--- config.mk ---
export PLATFORM = sky130hd
export DESIGN_NAME = packet_framer
export DESIGN_NICKNAME = d
export VERILOG_FILES = /design/src/rtl/packet_framer.sv
export SDC_FILE = /design/constraint.sdc
export NUM_CORES = 1
export LEC_CHECK = 0
export CORE_MARGIN = 8
export CORE_UTILIZATION = 49
export DETAILED_ROUTE_END_ITERATION = 12
export HOLD_SLACK_MARGIN = 0.12
export PLACE_DENSITY = 0.76
export REMOVE_ABC_BUFFERS = 1
export SLEW_MARGIN = 20
export SYNTH_ARGS = -nofsm -noshare
export SYNTH_HDL_FRONTEND = slang
export SYNTH_SLANG_ARGS = --single-unit
--- constraint.sdc ---
create_clock -name clk -period 24.2 [get_ports clk]
set_input_delay 7.26 -clock clk [delete_from_list [all_inputs] [get_ports clk]]
set_output_delay 7.26 -clock clk [all_outputs]
set_load 0.005 [all_outputs]
--- src/rtl/packet_framer.sv ---
// Serial packet framer: hunts for SYNC_WORD on a 1-bit stream, captures PKT_BITS payload bits
// and hands each packet off through a one-deep valid/ready register. Optional macro: PKT_PARITY_EN.
module packet_framer #(
    parameter logic [31:0] SYNC_WORD = 32'hA5A5A5A5,
    parameter int          PKT_BITS  = 256
) (
    input  logic                clk,
    input  logic                rst,
    input  logic                data,
    input  logic                pkt_ready,
    output logic                pkt_valid,
    output logic [PKT_BITS-1:0] pkt_data,
    output logic [15:0]         pkt_port,
    output logic [7:0]          pkt_session,
    output logic [31:0]         pkt_cnt,
    output logic [7:0]          drop_cnt,
    output logic                busy
);

    localparam int                CNT_W    = $clog2(PKT_BITS + 1);
    localparam logic [CNT_W-1:0]  LAST_BIT = CNT_W'(PKT_BITS - 1);
    localparam int                PORT_MSB = PKT_BITS - 1 - 64;
    localparam int                SESS_MSB = PKT_BITS - 1 - 136;

    typedef enum logic {
        S_HUNT,
        S_CAPTURE
    } state_t;

    state_t                r_state;
    // Only the 31 newest window bits are kept: the oldest bit is shifted out before any compare.
    logic [30:0]           r_win;
    logic [PKT_BITS-2:0]   r_shreg;
    logic [CNT_W-1:0]      r_bit_cnt;
    logic                  r_busy;

    logic                  r_pkt_valid;
    logic [PKT_BITS-1:0]   r_pkt_data;
    logic [15:0]           r_pkt_port;
    logic [7:0]            r_pkt_session;
    logic [31:0]           r_pkt_cnt;
    logic [7:0]            r_drop_cnt;

    logic [31:0]           w_win_next;
    logic [PKT_BITS-1:0]   w_shift_next;
    logic                  w_sync_hit;
    logic                  w_done;
    logic                  w_accept;
    logic                  w_par_ok;
    logic                  w_load;
    logic                  w_drop;

    assign w_win_next   = {r_win, data};
    assign w_shift_next = {r_shreg, data};
    assign w_sync_hit   = (r_state == S_HUNT) && (w_win_next == SYNC_WORD);
    assign w_done       = (r_state == S_CAPTURE) && (r_bit_cnt == LAST_BIT);
    assign w_accept     = r_pkt_valid && pkt_ready;

`ifdef PKT_PARITY_EN
    // Last payload bit makes the whole packet even parity.
    assign w_par_ok = ~^w_shift_next;
`else
    assign w_par_ok = 1'b1;
`endif

    // A completed packet loads if the slot is free or drains on this same edge.
    assign w_load = w_done && w_par_ok && (!r_pkt_valid || pkt_ready);
    assign w_drop = w_done && !w_load;

    always_ff @(posedge clk or posedge rst) begin
        if (rst) begin
            r_state   <= S_HUNT;
            r_win     <= '0;
            r_shreg   <= '0;
            r_bit_cnt <= '0;
            r_busy    <= 1'b0;
        end else begin
            case (r_state)
                S_HUNT: begin
                    r_win <= w_win_next[30:0];
                    if (w_sync_hit) begin
                        r_state   <= S_CAPTURE;
                        r_bit_cnt <= '0;
                        r_busy    <= 1'b1;
                    end
                end
                S_CAPTURE: begin
                    r_shreg   <= w_shift_next[PKT_BITS-2:0];
                    r_bit_cnt <= r_bit_cnt + CNT_W'(1);
                    if (w_done) begin
                        // Payload never feeds the window, so hunting restarts from a clean slate.
                        r_state   <= S_HUNT;
                        r_win     <= '0;
                        r_bit_cnt <= '0;
                        r_busy    <= 1'b0;
                    end
                end
                default: begin
                    r_state <= S_HUNT;
                    r_win   <= '0;
                    r_busy  <= 1'b0;
                end
            endcase
        end
    end

    always_ff @(posedge clk or posedge rst) begin
        if (rst) begin
            r_pkt_valid   <= 1'b0;
            r_pkt_data    <= '0;
            r_pkt_port    <= '0;
            r_pkt_session <= '0;
            r_pkt_cnt     <= '0;
            r_drop_cnt    <= '0;
        end else begin
            if (w_load) begin
                r_pkt_valid   <= 1'b1;
                r_pkt_data    <= w_shift_next;
                r_pkt_port    <= w_shift_next[PORT_MSB -: 16];
                r_pkt_session <= w_shift_next[SESS_MSB -: 8];
                r_pkt_cnt     <= r_pkt_cnt + 32'd1;
            end else if (w_accept) begin
                r_pkt_valid <= 1'b0;
            end
            if (w_drop && (r_drop_cnt != 8'hFF)) begin
                r_drop_cnt <= r_drop_cnt + 8'd1;
            end
        end
    end

    assign pkt_valid   = r_pkt_valid;
    assign pkt_data    = r_pkt_data;
    assign pkt_port    = r_pkt_port;
    assign pkt_session = r_pkt_session;
    assign pkt_cnt     = r_pkt_cnt;
    assign drop_cnt    = r_drop_cnt;
    assign busy        = r_busy;

endmodule
=== Word-level counts from Yosys, hierarchy flattened ===
Cells that the tools add are included.

* Reduce and logical (&&, ||, !) cells: 11
* Bitwise logic cells: 1
* Eq/ne operators: 5
* Muxes and demuxes: 13
* Add/subtract/negate cells: 3

{| class="wikitable"
|+ Operator list
! cell !! number
|-
| 31-bit case mux with 2 select lines || 1
|-
| 32-bit by 1-bit adder with 32-bit output (second input constant) || 1
|-
| 32-bit == test (second input constant) || 1
|-
| 31-bit 2-to-1 mux || 1
|-
| 9-bit 2-to-1 mux || 2
|-
| 9-bit case mux with 2 select lines || 1
|-
| 9-bit by 1-bit adder with 9-bit output (second input constant) || 1
|-
| 9-bit by 8-bit == test with 1-bit output (second input constant) || 1
|-
| 8-bit by 1-bit adder with 8-bit output (second input constant) || 1
|-
| 8-bit inequality test (second input constant) || 1
|-
| 1-bit logical AND || 6
|-
| 1-bit 2-to-1 mux || 6
|-
| 1-bit case mux with 2 select lines || 2
|-
| 1-bit zero test || 2
|-
| 2-bit by 1-bit inequality test with 1-bit output (second input constant) || 1
|-
| 2-bit inequality test (second input constant) || 1
|-
| 2-bit AND reduction || 1
|-
| 2-bit nonzero test || 1
|-
| 1-bit logical OR || 1
|-
| 1-bit inverter || 1
|}

* Input port bits: 4
* Word-level logic and storage cells: 44
* Output and inout port bits: 322
* Bits in registers: 618

=== Logic depth before layout (Yosys ltp) ===
Gate-level depths: netlist (run 1).

* Depth after elaboration: 6
* Mapped depth: 9

=== Worst setup path after synthesis (run 1) ===
OpenSTA, ideal clock, no wires.

* Kind: input to register
* From: input pkt_ready
* To: register r_pkt_cnt[29], in the netlist pkt_cnt[29]
* Setup time: 0.123 ns
* Data arrival time: 8.599 ns
* Stages on the path: 7
* Required time: 24.077 ns
* Path slack: 15.478 ns
* Cell sequence: nand2b_1 > or4b_1 > buf_2 > buf_6 > nor3_2 > nand4_1 > xnor2_1

* Word-level cells in the longest chain between the ends: 2

{| class="wikitable"
|+ RTL lines
! what !! line !! text
|-
| start, declared || 10 || <nowiki>input logic pkt_ready,</nowiki>
|-
| 1-bit logical OR || 67 || <nowiki>assign w_load = w_done && w_par_ok && (!r_pkt_valid || pkt_ready);</nowiki>
|-
| 1-bit logical AND || 67 ||
|-
| end signal, assigned || 121 || <nowiki>r_pkt_cnt <= r_pkt_cnt + 32'd1;</nowiki>
|-
| end, declared || 41 || <nowiki>logic [31:0] r_pkt_cnt;</nowiki>
|}

No other way between the ends.
A chain may end at the register's enable or synchronous reset.

=== Worst setup path in the final report (run 1) ===
* From: input pkt_ready
* To: register r_pkt_data[150], in the netlist pkt_data[150]

* Word-level cells in the longest chain between the ends: 2

{| class="wikitable"
|+ RTL lines
! what !! line !! text
|-
| 1-bit logical OR || 67 ||
|-
| 1-bit logical AND || 67 ||
|-
| end signal, assigned || 118 || <nowiki>r_pkt_data <= w_shift_next;</nowiki>
|-
| end, declared || 38 || <nowiki>logic [PKT_BITS-1:0] r_pkt_data;</nowiki>
|}

No other way between the ends.

==> impl_metrics.yaml, run 1 <==
run_status:
  status: "complete, no violations"
sta:
  slew_viol_final: 0
  hold_viol: 0
  fmax_ghz: 0.0966
  setup_viol: 0
  fin_crit_sh_pct: 42.8
  worst_pin_slew_ps: 1020
  finClkSkew_ps: 9.91
  rsz0062_at_grt: "no"
  period_minus_slack_ps: 10350
  fin_setup_tns_ps: 0
  maxSlewHeadroom_pct: 31.3
floorplanning:
  initial_core_util_pct: 49.2
  rows: 79
  die_height_um: 231
  core_mm2: 0.0462
  dieArea_mm2: 0.0535
  die_w_um: 231
  ioPinCount: 326
pwr:
  vdd_drop_max_mv: 0.0572
  leakage_nw: 13.7
  power_density_mw_per_mm2: 68.2
grt:
  antenna_found_initial: 1
  grt_pass1_vias: 13213
  busiest_layer: "met2"
  gr-usage-met1_pct: 22.4
  grt_use_met2_pct: 27.1
  grt-ovfl-total: 0
  grt_use_met3_pct: 4.40
  grtUsageTotal_pct: 16.7
  grt_max_degree: 194
  grt_pass1_wl_um: 73500
drt:
  vias_per_cell: 5.24
  drtPass1Iterations: 4
  vias: 12469
  post_drt_wl_per_cell_um: 19.1
  drc_errors: 0
  wl_um: 45400
  antenna_left: 0
  drtIter0Drc: 645
logic_synthesis:
  synth_edf_count: 0
  postSynthAreaPerCell_um2: 16.0
  ys_ff_latch: 594
  syn_area_mm2: 0.0227
  yosysSeqAreaShare_pct: 65.5
  synthCells: 1422
  ys_async_sr_fraction_pct: 100
  yosys_warnings: 0
  ys_types: 42
  synth-main-ff-cell: "dfrtp_1"
worst_setup_path:
  setup.worst_path.end_class: "flop"
  ff2ff_setup_slack_ps: 20180
  arrival_ps: 10830
  worstSetupPathType: "in2reg"
  setup.worst_path.start: "pkt_ready"
  max_stage_delay_ps: 920
  reg2reg_from: "r_state"
  cp_cell_sequence: "clkdlybuf4s50_1 > nand2b_1 > or4b_4 > buf_4 > buf_4 > mux2_2"
  crit_fanout: 77
  crit_top_cell: "buf_4"
  cp_slowest_cell: "buf_4"
  startpoint_type: "primary input"
  crit_required_ps: 24680
cells_and_area:
  fill_cells: 3412
  antenna_cells: 0
  nNetsFinal: 1734
  final_common_cell: "dfrtp_1"
  mostFrequentLayoutCells: "dfrtp_1, mux2_2, clkdlybuf4s50_1, clkbuf_16, a22o_1"
  drive_gt1_share_pct: 35.5
  design_area_mm2: 0.0283
  utilization_pct: 61.2
  syn_to_final_growth_pct: 24.5
worst_hold_path:
  min_path_type: "reg2reg"
  hp-start: "pkt_cnt[31]"
place:
  io_buffers: 325
  place.gp.congestion: 0.769
  hpwl_um: 29300
  place_area_mm2: 0.0263
clock_tree:
  clkTransAtPathRegs_ps: 60
  post_cts_buffers: 0
  numCtsBuffers: 59
  root_buffer: "clkbuf_16"
  post_cts_resized: 0
  htree_num_levels: 2
  cts_tree: "done"
  clkLatencyLatePin_ps: 600
  holdBufCountCts: 0
  cts.sinks: 594
  clk_path_buf_depth: 3
flow_run:
  cap_viol_max_count: 0
[cells in the mapped netlist (3+ instances only)]
cell type	number	area, um^2
nand2_1	30	113
xor2_1	14	123
and4_1	6	52.6
a21oi_1	5	25.0
a22o_1	33	289
buf_2	13	65.1
nor4_1	4	25.0
nand4_1	16	100
xnor2_1	21	184
o31ai_1	3	22.5
mux2_2	513	5780
nor3_1	11	55.1
nor4bb_1	6	60.1
buf_6	12	135
ha_1	3	37.5
buf_1	5	18.8
clkbuf_1	37	139
nand3_1	16	80.1
buf_4	24	180
and3_1	5	31.3
o21ai_0	5	25.0
dfrtp_1	594	14900
inv_1	7	26.3
a31oi_1	5	31.3
nor2_1	14	52.6
nand2b_1	3	18.8
[sequential cells by signal, indices dropped and copies added (netlist names)]
signal	cells
drop_cnt	8
pkt_cnt	32
r_win	31
r_bit_cnt	9
pkt_valid	1
r_shreg	255
busy	1
pkt_data	256
r_state	1
[path summary, 6_finish.rpt]
kind | to | cells after the start
max | pkt_data[150] | 6
min | pkt_cnt[31] | 1
max reg2reg | pkt_data[150] | 5
min reg2reg | pkt_cnt[31] | 1
max in group asynchronous | r_shreg[161] | 4
min in group asynchronous | r_shreg[12] | 2
[where the power goes]
part / total [mW] / internal [mW] / switching [mW]
sequential: 0.998 / 0.996 / 0.00235
combinational: 0.0240 / 0.00452 / 0.0195
clock: 0.906 / 0.535 / 0.371
total: 1.93 / 1.54 / 0.393
[cell type report]
| class | count | area [um^2] | area share, % |
|---|---|---|---|
| well taps | 607 | 759 | 2.69 |
| clock inverters | 20 | 224 | 0.792 |
| clock buffers | 85 | 1720 | 6.10 |
| multi-input cells | 728 | 7270 | 25.7 |
| repair buffers | 336 | 3380 | 12.0 |
| flip-flops and latches | 594 | 14900 | 52.6 |
| inverters | 8 | 37.5 | 0.133 |
[worst max-delay path, delay by kind of cell]
family,cells,cell delay [ps]
multiplexers,1,420
AND/OR/NAND/NOR,2,1050
buffers and inverters,3,2020
[stage by stage]
step                      total power [mW]  cells  hold WS (ps)  setup slack [ps]
after floorplan                       1.03   1330           455               315
after global placement                1.04   2272           461             13230
after detailed placement              1.04   2272           469             13170
after CTS                             1.96   2377           477             13810
after global routing                  2.00   2378           499             13620
final                                 1.93   2378           469             13850
[per-layer routing]
metal / part of all wire (%) / vias up / wire length [um]
met5: 0 / - / 0
met2: 49 / 240 / 22100
met4: 1.4 / 0 / 632
li1: - / 5663 / -
met3: 5.8 / 40 / 2610
met1: 44 / 6526 / 20000
[cells by family (layout without fill, tap and decap cells)]
logic type                 count (synthesis)  after routing  synth area share [%]
AOI/OAI and AO/OA                         56             56                  1.90
xor gates and xnor gates                  35             35                  1.35
adders and majority gates                  3              3                 0.165
muxes                                    513            513                  25.5
DFF                                      594            594                  65.5
and+or+nand+nor                          121            121                  3.11
buffers and inverters                    100            449                  2.52
Power figures use the tool's default switching activity.
==> inputs of run 2 (changes only) <==
clock period = 8.75 ns   (was 24.2 ns; I/O delays follow)
==> run 2 against run 1 <==
Effect of this change: via count about the same; highest routed layer unchanged; largest power group unchanged; clock skew up 16 ps; routed wire length is 0.65% higher; sequential power increased to 2.8 times the previous value; first-iteration DRC count increased by 8.8%; critical path depth stayed put; largest cell class unchanged; register-to-register slack got worse by 15000 ps; critical path type unchanged.
==> impl_metrics.yaml, run 2 (synthesized netlist as in run 1, its figures left out) <==
floorplanning:
  dieArea_mm2: 0.0535
  core_mm2: 0.0462
  rows: 79
  die_height_um: 231
  ioPinCount: 326
  die_w_um: 231
  initial_core_util_pct: 49.2
pwr:
  vdd_drop_max_mv: 0.167
  power_density_mw_per_mm2: 191
  leakage_nw: 13.7
  total_power_mw: 5.41
drt:
  drc_errors: 0
  antenna_left: 0
  drtPass1Iterations: 4
  post_drt_wl_per_cell_um: 19.2
  wl_um: 45700
  vias_per_cell: 5.23
  vias: 12465
  drtIter0Drc: 702
clock_tree:
  htree_num_levels: 2
  cts_tree: "done"
  clk_path_buf_depth: 3
  post_cts_resized: 0
  root_buffer: "clkbuf_16"
  post_cts_buffers: 0
  cts.sinks: 594
  numCtsBuffers: 59
  clkTransAtPathRegs_ps: 60
  clkLatencyLatePin_ps: 610
  holdBufCountCts: 0
cells_and_area:
  largest_reg_flops: 256
  layoutNonFillerInstCount: 2383
  mostFrequentLayoutCells: "dfrtp_1, mux2_2, clkdlybuf4s50_1, clkbuf_16, a22o_1"
  drive_gt1_share_pct: 35.3
  antenna_cells: 0
  final_common_cell: "dfrtp_1"
  fill_cells: 3501
  nNetsFinal: 1734
  syn_to_final_growth_pct: 24.8
grt:
  grt-ovfl-total: 0
  grt_max_degree: 165
  antenna_found_initial: 0
  grt_pass1_wl_um: 74300
  grt_pass1_vias: 13389
  grtUsageTotal_pct: 16.9
sta:
  finClkSkew_ps: 25.8
  setup_viol: 0
  rsz0062_at_grt: "no"
  slew_viol_final: 0
  worst_pin_slew_ps: 1000
  fmax_ghz: 0.211
  hold_viol: 0
  period_minus_slack_ps: 4740
  maxSlewHeadroom_pct: 32.5
  fin_crit_sh_pct: 54.1
run_status:
  status: "complete, no violations"
worst_setup_path:
  worstSetupPathType: "in2reg"
  arrival_ps: 5200
  crit_required_ps: 9220
  crit_fanout: 39
  setup.worst_path.end_class: "flop"
  startpoint_type: "primary input"
place:
  place.gp.congestion: 0.749
  io_buffers: 325
  dp_cells: 2273
  hpwl_um: 29800
flow_run:
  cap_viol_max_count: 0
worst_hold_path:
  min_path_type: "reg2reg"
-- run 2: cell types whose count changed in the layout (fill, tap and decap cells not counted), moves of 2 or more --
cell and delta:
clkbuf_8 -2, clkbuf_1 +6, clkinv_2 +2, bufinv_16 +2, clkinvlp_4 -4
-- run 2: worst max-delay path, cell delays in order --
cell and delay [ps]:
clkdlybuf4s50_1 480, nand2b_1 200, nor4b_4 360, buf_4 510, buf_4 550, mux2_2 400
-- run 2: worst paths after layout --
path | from | end | slack [ps] | depth (start not counted)
min in group asynchronous | rst | pkt_data[13] | 2550 | 2
min | pkt_cnt[31] | pkt_cnt[31] | 480 | 1
max in group asynchronous | rst | r_state | 4680 | 3
min reg2reg | pkt_cnt[31] | pkt_cnt[31] | 480 | 1
max | pkt_ready | pkt_data[245] | 4010 | 6
max reg2reg | r_state | pkt_data[245] | 5330 | 5
-- run 2: through the flow --
step	cell area (um^2)	util (%)	TNS (ps)	hold slack (ps)	setup slack, ps
after global routing	28300	61.4	0	493	3890
after floorplan	22200	-	-6732820	455	-10500
after detailed placement	26300	57.0	0	474	3230
final	28300	61.4	0	477	4010
after global placement	26300	57.0	0	460	3250
after CTS	28300	61.4	0	481	3880
-- run 2: cell type report --
type / instances / area [um^2] / area share (%)
flip-flops and latches: 594 / 14900 / 52.5
multi-input cells: 728 / 7270 / 25.7
repair buffers: 336 / 3380 / 11.9
clock buffers: 90 / 1740 / 6.16
well taps: 607 / 759 / 2.68
clock inverters: 20 / 272 / 0.958
inverters: 8 / 37.5 / 0.132
-- run 2: power by group --
part | internal [mW] | switching [mW] | total [mW]
sequential | 2.75 | 0.00616 | 2.76
combinational | 0.0119 | 0.0539 | 0.0658
clock | 1.55 | 1.03 | 2.58
-- run 2: routing by layer --
layer  global-route usage (%)  vias to the layer above  routed length, um  share of wire (%)
met3                     4.24                       70               2610                5.7
met5                        0                        -                  0                  0
met2                     27.8                      247              22200                 49
met1                     22.2                     6478              19900                 44
li1                         -                     5670                  -                  -
met4                     5.07                        0                960                2.1
==> inputs of run 3 (changes only) <==
CORE_UTILIZATION = 54   (was 49)
PLACE_DENSITY = 0.79   (was 0.76)
clock period = 4.5 ns   (was 8.75 ns; I/O delays follow)
==> run 3 against run 2 <==
Effect of this change: first-iteration DRC count rose by 4.8%; final cell count shrank 2.4%; routed wire length increased by 2.9%; highest routed layer unchanged.
==> impl_metrics.yaml, run 3 (synthesized netlist as in run 1, its figures left out) <==
run_status:
  status: "complete, no violations"
worst_setup_path:
  crit_fanout: 6
  critical_path.top_delay_family: "buffers and inverters"
  crit_required_ps: 3150
  startpoint_type: "flop"
  cp_cell_sequence: "clkdlybuf4s50_1"
  arrival_ps: 1650
  cp_slowest_cell: "clkdlybuf4s50_1"
  max_stage_delay_ps: 570
  setup.worst_path.end_class: "output pin"
  crit_buf_inv: 1
  worstSetupPathType: "reg2out"
drt:
  wl_met1_um: 19900
  drtIter0Drc: 736
  post_drt_wl_per_cell_um: 20.2
  drc_errors: 0
  vias: 12618
  drtPass1Iterations: 4
  wl_met3_um: 2360
  top_layer: "met4"
  vias_per_cell: 5.43
  wl_um: 47000
  wl_met2_um: 24000
  antenna_left: 0
flow_run:
  cap_viol_max_count: 0
cells_and_area:
  drive_gt1_share_pct: 36.2
  mostFrequentLayoutCells: "dfrtp_1, mux2_2, clkdlybuf4s50_1, clkbuf_16, a22o_1"
  syn_to_final_growth_pct: 25.2
  design_area_mm2: 0.0284
  largest_reg_flops: 256
  final_common_cell: "dfrtp_1"
  nNetsFinal: 1751
  antenna_cells: 0
  utilization_pct: 68.0
floorplanning:
  ioPinCount: 326
  die_w_um: 221
  rows: 75
  dieArea_mm2: 0.0488
  die_height_um: 221
  core_mm2: 0.0418
  initial_core_util_pct: 54.4
pwr:
  power_density_mw_per_mm2: 361
  combPwrFrac_pct: 1.4
  p_int_mw: 8.19
  p_sw_share_pct: 20.2
  switchingPower_mw: 2.07
  clockPowerShare_pct: 46.2
  vdd_drop_max_mv: 0.297
  p_seq_share_pct: 52.3
  leakage_nw: 13.8
sta:
  hold_viol: 0
  fin_setup_tns_ps: 0
  period_minus_slack_ps: 3000
  setup_slack_ps: 1500
  finClkSkew_ps: 20.7
  setup_viol: 0
  slew_viol_final: 0
  fin_crit_sh_pct: 66.7
  fmax_ghz: 0.333
  maxSlewHeadroom_pct: 33.7
  rsz0062_at_grt: "no"
  worst_pin_slew_ps: 987
place:
  hpwl_um: 31300
  place_ws_ps: 995
  place_area_mm2: 0.0265
  io_buffers: 325
  place.gp.congestion: 0.790
grt:
  grt_pass1_vias: 13696
  antenna_found_initial: 0
  grt_max_degree: 211
  grtUsageTotal_pct: 19.1
  grt_pass1_wl_um: 76900
  grt-ovfl-total: 0
worst_hold_path:
  min_path_type: "reg2reg"
clock_tree:
  post_cts_resized: 0
  clk_path_buf_depth: 3
  htree_num_levels: 2
  holdBufCountCts: 0
  cts_tree: "done"
  cts.sinks: 594
  root_buffer: "clkbuf_16"
  numCtsBuffers: 57
  post_cts_buffers: 0
  clkTransAtPathRegs_ps: 60
  clkLatencyLatePin_ps: 590
-- run 3: changes by cell type in the layout (fill, tap and decap cells not counted), sizes merged --
cell      delta
buf         +19
bufinv       -4
clkbuf       -5
clkinv       -1
clkinvlp     +1
-- run 3: worst paths after layout --
path | to | depth (start not counted) | slack [ps] | from
setup / recovery | pkt_cnt[0] | 1 | 1500 | pkt_cnt[0]
hold / removal | pkt_cnt[31] | 1 | 480 | pkt_cnt[31]
setup reg to reg | pkt_cnt[18] | 6 | 1750 | r_bit_cnt[0]
hold reg to reg | pkt_cnt[31] | 1 | 480 | pkt_cnt[31]
max in group asynchronous | r_shreg[17] | 3 | 2170 | rst
min in group asynchronous | r_shreg[226] | 2 | 1320 | rst
-- run 3: layer usage --
metal  global-route usage, %  vias up
met5                       0        -
met1                    24.4     6633
li1                        -     5688
met4                    5.19        0
met2                    32.5      248
met3                    4.68       49
-- run 3: through the flow --
| step | hold slack [ps] | power, mW | cells |
|---|---|---|---|
| after floorplan | 455 | 5.56 | 1330 |
| after global placement | 466 | 5.62 | 2223 |
| after detailed placement | 478 | 5.62 | 2223 |
| after CTS | 487 | 10.4 | 2324 |
| after global routing | 514 | 10.6 | 2325 |
| final | 481 | 10.3 | 2325 |
-- run 3: cell type report --
class	instances	area, um^2
Inverter	8	37.5
Multi-Input combinational cell	728	7270
Tap cell	539	674
Clock inverter	16	139
Fill cell	2849	13400
Sequential cell	594	14900
Clock buffer	85	1750
Timing Repair Buffer	355	3660
-- run 3: power groups by stage --
| stage | clock [mW] | sequential (mW) | combinational, mW |
|---|---|---|---|
| finish | 4.74 | 5.37 | 0.148 |
| global route | 5.08 | 5.37 | 0.175 |
| CTS | 4.87 | 5.37 | 0.158 |
| detailed placement | 0 | 5.46 | 0.157 |
| global placement | 0 | 5.46 | 0.153 |
| floorplan | 0 | 5.47 | 0.0941 |
